==> src/rtl/pr_constants_pkg.sv <==
// pr_constants: shared constants and state type for the PageRank AXI read arbiter
package pr_constants;
    localparam logic [2:0] ARSIZE_64B = 3'b110;
    localparam int REQ_VERT = 0;
    localparam int REQ_INEDGE = 1;
    localparam int REQ_RANK = 2;
    localparam int RIDX_W = 3;
    typedef enum logic {ST_IDLE, ST_ISSUE} arb_state_t;
endpackage

==> src/rtl/pr_rr_pick.sv <==
// pr_rr_pick: combinational round-robin picker, first eligible index at or above ptr (mod N)
module pr_rr_pick
    import pr_constants::*;
#(
    parameter int N = 3
) (
    input  logic [N-1:0]      elig,
    input  logic [RIDX_W-1:0] ptr,
    output logic [RIDX_W-1:0] gnt,
    output logic              any
);
    // Scan farthest-first so the nearest eligible index from ptr wins last
    always_comb begin
        gnt = '0;
        for (int k = N - 1; k >= 0; k--) begin
            if (elig[(int'(ptr) + k) % N]) gnt = RIDX_W'((int'(ptr) + k) % N);
        end
    end
    assign any = |elig;
endmodule

==> src/rtl/pr_axi_rd_arbiter.sv <==
// pr_axi_rd_arbiter: shares one AXI AR/R master among NREQ read engines,
// round-robin AR arbitration with per-requester outstanding-burst limits and rid-based R routing.
module pr_axi_rd_arbiter
    import pr_constants::*;
#(
    parameter int NREQ = 3,
    parameter int MAX_OUT = 4,
    parameter int IDW = 16
) (
    input  logic              clk,
    input  logic              rst,
    input  logic [NREQ-1:0]   req_arvalid,
    input  logic [NREQ*64-1:0] req_araddr,
    input  logic [NREQ*8-1:0] req_arlen,
    output logic [NREQ-1:0]   req_arready,
    output logic [NREQ-1:0]   req_rvalid,
    input  logic [NREQ-1:0]   req_rready,
    output logic [511:0]      req_rdata,
    output logic              req_rlast,
    output logic [IDW-1:0]    arid_m,
    output logic [63:0]       araddr_m,
    output logic [7:0]        arlen_m,
    output logic [2:0]        arsize_m,
    output logic              arvalid_m,
    input  logic              arready_m,
    input  logic [IDW-1:0]    rid_m,
    input  logic [511:0]      rdata_m,
    input  logic [1:0]        rresp_m,
    input  logic              rlast_m,
    input  logic              rvalid_m,
    output logic              rready_m,
    output logic              err,
    output logic              busy
);
    localparam int CW = $clog2(MAX_OUT + 1);

    arb_state_t        state_q, state_d;
    logic [RIDX_W-1:0] ptr_q, ptr_d, gnt_q, gnt_d, pick, ridx;
    logic [IDW-1:0]    arid_q, arid_d;
    logic [63:0]       araddr_q, araddr_d;
    logic [7:0]        arlen_q, arlen_d;
    logic [CW-1:0]     out_cnt_q [NREQ];
    logic [CW-1:0]     out_cnt_d [NREQ];
    logic              err_q, err_d;
    logic [NREQ-1:0]   elig, cnt_nz;
    logic [7:0]        rready_ext;
    logic              any, ar_fire, rid_ok, beat_acc, last_acc, spurious;

    pr_rr_pick #(.N(NREQ)) u_pick (.elig(elig), .ptr(ptr_q), .gnt(pick), .any(any));

    assign ridx     = rid_m[RIDX_W-1:0];
    assign rid_ok   = int'(ridx) < NREQ;
    assign ar_fire  = state_q == ST_ISSUE && arready_m;
    assign beat_acc = rvalid_m && rready_m;
    assign last_acc = beat_acc && rlast_m && rid_ok;

    // Out-of-range rids see a permanently ready slot, so their beats are drained
    always_comb begin
        rready_ext = '1;
        rready_ext[NREQ-1:0] = req_rready;
    end
    assign rready_m = rready_ext[ridx];

    always_comb begin
        for (int i = 0; i < NREQ; i++) begin
            elig[i]        = req_arvalid[i] && out_cnt_q[i] < CW'(MAX_OUT);
            cnt_nz[i]      = out_cnt_q[i] != '0;
            req_rvalid[i]  = rvalid_m && rid_ok && int'(ridx) == i;
        end
    end

    always_comb begin
        for (int i = 0; i < NREQ; i++) req_arready[i] = state_q == ST_IDLE && any && int'(pick) == i;
    end

    // A burst issued and another completed for the same requester in one cycle cancel out
    always_comb begin
        spurious = 1'b0;
        for (int i = 0; i < NREQ; i++) begin
            out_cnt_d[i] = out_cnt_q[i];
            if (ar_fire && int'(gnt_q) == i && !(last_acc && int'(ridx) == i))
                out_cnt_d[i] = out_cnt_q[i] + CW'(1);
            else if (last_acc && int'(ridx) == i && !(ar_fire && int'(gnt_q) == i)) begin
                if (out_cnt_q[i] != '0) out_cnt_d[i] = out_cnt_q[i] - CW'(1);
                else spurious = 1'b1;
            end
        end
        err_d = err_q || spurious || (beat_acc && (!rid_ok || rresp_m != 2'b00));
    end

    always_comb begin
        state_d  = state_q;
        ptr_d    = ptr_q;
        gnt_d    = gnt_q;
        arid_d   = arid_q;
        araddr_d = araddr_q;
        arlen_d  = arlen_q;
        if (state_q == ST_IDLE) begin
            if (any) begin
                state_d  = ST_ISSUE;
                gnt_d    = pick;
                arid_d   = IDW'(pick);
                araddr_d = req_araddr[64*int'(pick) +: 64];
                arlen_d  = req_arlen[8*int'(pick) +: 8];
            end
        end else if (arready_m) begin
            state_d = ST_IDLE;
            ptr_d   = int'(gnt_q) == NREQ - 1 ? '0 : gnt_q + RIDX_W'(1);
        end
    end

    always_ff @(posedge clk) begin
        if (rst) begin
            state_q  <= ST_IDLE;
            ptr_q    <= '0;
            gnt_q    <= '0;
            arid_q   <= '0;
            araddr_q <= '0;
            arlen_q  <= '0;
            err_q    <= 1'b0;
            for (int i = 0; i < NREQ; i++) out_cnt_q[i] <= '0;
        end else begin
            state_q  <= state_d;
            ptr_q    <= ptr_d;
            gnt_q    <= gnt_d;
            arid_q   <= arid_d;
            araddr_q <= araddr_d;
            arlen_q  <= arlen_d;
            err_q    <= err_d;
            for (int i = 0; i < NREQ; i++) out_cnt_q[i] <= out_cnt_d[i];
        end
    end

    assign arvalid_m = state_q == ST_ISSUE;
    assign arid_m    = arid_q;
    assign araddr_m  = araddr_q;
    assign arlen_m   = arlen_q;
    assign arsize_m  = ARSIZE_64B;
    assign req_rdata = rdata_m;
    assign req_rlast = rlast_m;
    assign err       = err_q;
    assign busy      = arvalid_m || |cnt_nz;
endmodule

==> config.mk <==
export PLATFORM = sky130hd
export DESIGN_NAME = pr_axi_rd_arbiter
export DESIGN_NICKNAME = d
export VERILOG_FILES = /design/src/rtl/pr_constants_pkg.sv /design/src/rtl/pr_rr_pick.sv /design/src/rtl/pr_axi_rd_arbiter.sv
export SDC_FILE = /design/constraint.sdc
export NUM_CORES = 1
export LEC_CHECK = 0
export ABC_AREA = 1
export CORE_AREA = 2 2 526 528
export DETAILED_ROUTE_END_ITERATION = 12
export DIE_AREA = 0 0 528 530
export GPL_TIMING_DRIVEN = 0
export PLACE_DENSITY_LB_ADDON = 0.25
export SLEW_MARGIN = 20
export SYNTH_ARGS = -nofsm -noshare
export SYNTH_HDL_FRONTEND = slang
export SYNTH_SLANG_ARGS = --single-unit
==> constraint.sdc <==
create_clock -name clk -period 4.6 [get_ports clk]
set_input_delay 0.92 -clock clk [delete_from_list [all_inputs] [get_ports clk]]
set_output_delay 0.92 -clock clk [all_outputs]
set_load 0.005 [all_outputs]
==> summary.md, run 1 <==
| Metric | Value |
|---|---|
| # DRC | `0` |
| Max FO, Critical Path | `5` |
| FF+latch area | `1790 um^2` |
| Final Slew Violations | `0` |
| RePlAce Congestion | `0.925` |
| Vias in the first global route | `13600` |
| Grt peak-use layer | `met2` |
| Gr usage total | `0.115` |
| Maximum vdd drop | `253 uV` |
| Full die area | `280000 um^2` |
| Fin util | `0.0882` |
| PD cells | `262 nW/um^2` |
| Share of the yosys chip area belonging to registers | `0.176` |
| Vias per cell | `2.28` |
| DR vias | `13800` |
| Mapped cell area | `10100 um^2` |
| # IOs | `1371` |
| ANT nets after route | `0` |
| Crit path max-delay family | `simple AND/OR/NAND/NOR gates` |
| Buffers and inverters on the worst path | `7` |
| Met3 Track Usage GR | `0.0958` |
| Worst-Skew Late Latency | `0.43 ns` |
| Die X | `528 um` |
| Final period demand of the worst path | `4.42 ns` |
| Hold_buf cts | `0` |
| Detailed Routing Iterations Pass 1 | `5` |
| Rel. slew slack | `0.369` |
| Final worst slack | `0.185 ns` |
| Crit path largest cell delay | `0.42 ns` |
| Clock Sinks | `89` |
| CTS max path bufs | `2` |
| Global route overflow | `0` |
| Global Route met2 Usage | `0.181` |
| Max-Cap Viols | `0` |
| # setup viols final | `0` |
| Final wirelength | `170000 um` |
| Antenna violations before repair | `175` |
| Crit path max-delay cell type | `dfxtp_4` |
| Fmax | `0.226 GHz` |
| Run status | `complete, no violations` |
| Final worst-path cycle share | `0.960` |
| Area added between synthesis and finish | `140%` |
| Synth warnings | `0` |
| CTS clk-pin slew, worst paths | `0.09 ns` |
| RSZ-0062 raised after global routing | `true` |
| Setup slack at placement | `-1.55 ns` |
| Dominant cells by area after synthesis | `buf_4 40%, dfxtp_1 18%, nand2_1 12%` |
| # fillers | `32200` |
| Largest net degree at the start of global routing | `17` |
| Area occupied by multi-input gates | `4100 um^2` |
| TritonCTS clock tree | `yes` |
| Share of cells above drive strength 1 | `0.305` |
| Final hold violation count | `0` |
| Worst EP arrival | `3.50 ns` |
| Final #Nets | `3190` |
| Yosys top cell area share | `0.404` |
| CP Cell Sequence | `clkinvlp_4 -> buf_6 -> ha_4 -> ha_4 -> ha_4 -> inv_4 -> nand4_1 -> nand2_4 -> ha_4 -> inv_6 -> nand3_4 -> nand2_1 -> nand2_2 -> nand3_2 -> nand3_2 -> nand2_2 -> nand2_4 -> buf_12 -> nand2_2 -> nor2_4 -> buf_12 -> buf_2` |
| Synthesized area per cell | `6.71 um^2` |
| Area post-placement | `23000 um^2` |
| Initial detailed-routing violation count | `622` |
| Count of input and output buffers | `828` |
| Met1 Usage GRT | `0.118` |
| CTS Buf Count | `9` |
| Yosys cell types | `40` |
| Setup Skew | `0.0365 ns` |
| CP startpoint kind | `flop` |
| Htree depth | `3` |
| Crit end category | `output port` |
| CTS Root Cell | `clkbuf_16` |
| Register bit count reported by yosys | `89` |
| Core outline area | `275000 um^2` |
| Hold_ws | `0.470 ns` |
| DP HPWL | `157000 um` |
| Leak | `9.26 nW` |
| First-pass GRT wire length | `195000 um` |
| WP data required | `3.68 ns` |
| Starting Density | `0.0368` |
| Most numerous cell on the critical path | `ha_4` |
| Setup TNS | `0 ns` |
| Cell count after synthesis | `1507` |
| Row count | `193` |
| Worst setup path class | `flop to output port` |
| Design Area, Final | `24200 um^2` |
| Cell taking the most area after synthesis | `buf_4` |
| Die height | `530 um` |
| Slew @ Worst Pin | `0.947 ns` |
| Hold Path Class | `flop to flop` |
| WL/cell | `28.0 um` |
logic make-up (layout without fill, tap and decap cells):
kind of cell,after synthesis,count (layout),synth area share
buffers and inverters,678,1570,0.461
and+or+nand+nor,592,592,0.257
AOI/OAI and AO/OA,113,113,0.0651
DFF,89,89,0.176
adders and majority gates,25,25,0.0332
xor gates and xnor gates,8,8,0.00693
other,2,52,0.000743
state kept, by name (all words and copies together), names as in the netlist:
name / count
ptr_q: 3
out_cnt_q: 9
gnt_q: 3
arlen_m: 8
arvalid_m: 1
err: 1
araddr_m: 64
stage by stage:
| stage | std cells | power [mW] |
|---|---|---|
| after floorplan | 1521 | 2.67 |
| after global placement | 5956 | 5.21 |
| after detailed placement | 5956 | 5.18 |
| after CTS | 6001 | 6.54 |
| after global routing | 6035 | 6.79 |
| final | 6056 | 6.34 |
tightest hold or removal path, cell delays in order, from the launching register on:
cell and delay [ns]:
dfxtp_1 0.31, nand2_1 0.06, a21oi_1 0.05
final timing paths:
check	start	to	slack, ns	cells past startpoint
max	ptr_q[1]$_SDFFE_PP0P_	req_arready[0]	0.18	22
min	araddr_m[25]$_SDFFE_PP0P_	araddr_m[25]$_SDFFE_PP0P_	0.47	2
max reg2reg	ptr_q[1]$_SDFFE_PP0P_	arlen_m[2]$_SDFFE_PP0P_	0.40	24
min reg2reg	araddr_m[25]$_SDFFE_PP0P_	araddr_m[25]$_SDFFE_PP0P_	0.47	2
layout by cell type (no fill, tap or decap), types with 15 or more instances in the layout:
master / n
clkdlybuf4s50_1: 825
nand3_1: 151
clkbuf_1: 15
nand2_2: 17
o21ai_0: 25
a21oi_1: 57
diode_2: 36
nor2_1: 53
inv_1: 84
dfxtp_1: 86
nand2_1: 312
nand2_4: 17
conb_1: 16
buf_4: 590
Yosys cell counts, drive strengths merged:
cell and instances:
a211oi 3, a21boi 3, a21oi 66, a311oi 1
a31oi 2, buf 565, clkbuf 17, clkinv 1
conb 2, dfxtp 89, fa 3, ha 22
inv 95, nand2 347, nand3 162, nand4 15
nor2 61, nor3 7, o21ai 36, o311ai 1
o32ai 1, xnor2 4, xor2 4
metal layers:
layer	up-vias	wire length (um)
met5	-	802
met4	124	3350
met3	247	31100
met2	1095	74000
met1	6286	60300
li1	6044	-
repair_timing:
action | 4_1_cts | 5_1_grt
pin swaps | 33 | 34
cloned | 0 | 0
setup buffers | 29 | 20
endpoints found under the setup margin | 71 | 3
resized for setup | 105 | 28
layout make-up:
class / instances / area share
sequential: 89 / 0.0740
clock buffer: 10 / 0.00986
multi-input combinational: 754 / 0.169
timing repair buffer: 877 / 0.358
buffer: 581 / 0.179
inverter: 96 / 0.0154
clock inverter: 6 / 0.00398
tap: 3607 / 0.186
antenna: 36 / 0.00372
report_power, final:
group          total (mW)  internal, mW  leakage [nW]  switching [mW]
Combinational        4.29          1.87          8.37            2.42
Sequential           1.05         0.939         0.732           0.108
Clock               0.999         0.503         0.162           0.496
Total                6.34          3.31          9.26            3.03
No activity file was read; power rests on OpenSTA's default activity.
==> run 2, diff against run 1 <==
CAP_MARGIN = 20   (was not set)
MAX_ROUTING_LAYER = met4   (was not set)
PLACE_DENSITY_LB_ADDON = 0.1   (was 0.25)
==> run 2 against run 1 <==
Effect of this change:
- sequential power about the same
- critical endpoint unchanged
- via count decreased by 5.8%
- register-to-register slack got worse by 0.04 ns
==> summary.md, run 2 (same netlist as run 1, synthesis figures left out) <==
| Metric | Value |
|---|---|
| Clock Sinks | `89 (unchanged)` |
| TritonCTS clock tree | `yes` |
| Vias per cell | `2.14 (-5.9%)` |
| Largest net degree at the start of global routing | `20 (+3)` |
| # DRC | `0 (unchanged)` |
| Die X | `528 um (unchanged)` |
| Run status | `complete, no violations` |
| Placed Cells incl. Taps | `5957 (+0.017%)` |
| Most numerous cell on the critical path | `nand2_4` |
| Final worst-path cycle share | `0.953 (-0.00704)` |
| Htree depth | `3 (unchanged)` |
| Max reg flops | `64 (unchanged)` |
| Antenna violations before repair | `85 (-51%)` |
| Crit path largest cell delay | `0.38 ns (-0.04 ns)` |
| Max FO, Critical Path | `5 (unchanged)` |
| Crit end category | `output port` |
| Vias in the first global route | `13500 (-0.72%)` |
| Crit path max-delay cell type | `dfxtp_4` |
| Setup TNS | `0 ns (unchanged)` |
| Initial detailed-routing violation count | `403 (-35%)` |
| Most common cell after layout, fill and taps aside | `clkdlybuf4s50_1` |
| Setup Skew | `0.0302 ns (-0.00634 ns)` |
| CTS Buf Count | `9 (unchanged)` |
| Slew @ Worst Pin | `1.02 ns (+0.0684 ns)` |
| DP HPWL | `133000 um (-15%)` |
| Final Slew Violations | `0 (unchanged)` |
| Detailed Routing Iterations Pass 1 | `4 (-1)` |
| CP startpoint kind | `flop` |
| Hold Path Class | `flop to flop` |
| Most frequent cells in the layout | `825 x clkdlybuf4s50_1, 587 x buf_4, 309 x nand2_1` |
| Reg2Reg Setup Slack | `0.36 ns (-0.04 ns)` |
| Max-Cap Viols | `0 (unchanged)` |
| ANT nets after route | `0 (unchanged)` |
| Core outline area | `275000 um^2 (unchanged)` |
| Final wirelength | `148000 um (-13%)` |
| PD cells | `260 nW/um^2 (-0.56%)` |
| Hold_buf cts | `0 (unchanged)` |
| Rel. slew slack | `0.323 (-0.0456)` |
| DR vias | `13000 (-5.8%)` |
| Worst-Skew Late Latency | `0.48 ns (+0.05 ns)` |
| Fin util | `0.0884 (+0.000205)` |
| # setup viols final | `0 (unchanged)` |
| First-pass GRT wire length | `174000 um (-11%)` |
| Count of input and output buffers | `828 (unchanged)` |
| Final period demand of the worst path | `4.38 ns (-0.0324 ns)` |
| Starting Density | `0.0368 (unchanged)` |
| WL/cell | `24.4 um (-13%)` |
| Final hold violation count | `0 (unchanged)` |
| CTS max path bufs | `2 (unchanged)` |
| Share of cells above drive strength 1 | `0.309 (+0.00440)` |
| Gr usage total | `0.104 (-0.0114)` |
| Worst EP arrival | `3.46 ns (-0.04 ns)` |
| Maximum vdd drop | `233 uV (-7.9%)` |
| CTS Root Cell | `clkbuf_16` |
| Die height | `530 um (unchanged)` |
| Area added between synthesis and finish | `140%` |
| CTS clk-pin slew, worst paths | `0.11 ns (+0.02 ns)` |
| # IOs | `1371 (unchanged)` |
| WP data required | `3.68 ns (about the same)` |
| Design Area, Final | `24300 um^2 (+0.23%)` |
| Fin cells | `6066 (+0.17%)` |
| Global route overflow | `0 (unchanged)` |
| Row count | `193 (unchanged)` |
| Fmax | `0.228 GHz (+0.74%)` |
| Area post-placement | `23000 um^2 (+0.14%)` |
| Leak | `9.27 nW (about the same)` |
| Full die area | `280000 um^2 (unchanged)` |
| RePlAce Congestion | `0.892 (-3.6%)` |
| Worst setup path class | `flop to output port` |
| Final #Nets | `3188 (-0.063%)` |
[run 2: path summary, 6_finish.rpt]
path	start	endpoint	cells after the start
min reg2reg	araddr_m[63]$_SDFFE_PP0P_	araddr_m[63]$_SDFFE_PP0P_	2
max reg2reg	ptr_q[1]$_SDFFE_PP0P_	araddr_m[52]$_SDFFE_PP0P_	28
max	ptr_q[1]$_SDFFE_PP0P_	req_arready[0]	26
min	araddr_m[63]$_SDFFE_PP0P_	araddr_m[63]$_SDFFE_PP0P_	2
[run 2: layout make-up]
type / instances / area (um^2)
Fill cell: 32200 / 251000
Timing Repair Buffer: 875 / 8660
Tap cell: 3607 / 4510
Buffer: 581 / 4360
Multi-Input combinational cell: 754 / 4160
Sequential cell: 89 / 1790
Inverter: 96 / 383
Clock buffer: 9 / 225
Antenna cell: 48 / 120
Clock inverter: 7 / 76.3
[run 2: routing by layer]
layer	GRT usage	share of wire	wire length (um)	up-vias
met5	-	0	0	-
met4	0.0201	0.018	2600	0
met3	0.0484	0.11	15500	71
met2	0.183	0.51	75000	898
met1	0.105	0.37	54900	5966
li1	-	-	-	6065
[run 2: through the flow]
stage / total power, mW / setup slack, ns / hold WS (ns)
after floorplan: 2.67 / 0.580 / 0.459
after global placement: 5.31 / -1.56 / 0.453
after detailed placement: 5.27 / -1.54 / 0.455
after CTS: 6.67 / -0.0166 / 0.473
after global routing: 6.87 / -0.00568 / 0.488
final: 6.32 / 0.217 / 0.472
[run 2: power breakdown]
part | switching (mW) | internal, mW
Sequential | 0.108 | 0.939
Combinational | 2.39 | 1.88
Clock | 0.612 | 0.392
Total | 3.11 | 3.21
[run 2: repair_timing]
item	CTS	global route
buffers inserted	35	11
endpoints found under the setup margin	76	20
pin swaps	32	43
gates resized for setup	95	49
[run 2: worst max-delay path, delay by kind of cell (launching register included)]
family	cells	cell delay, ns
fa+ha+maj	4	0.66
buf+inv	8	0.67
simple gates	14	1.25
flops	1	0.38
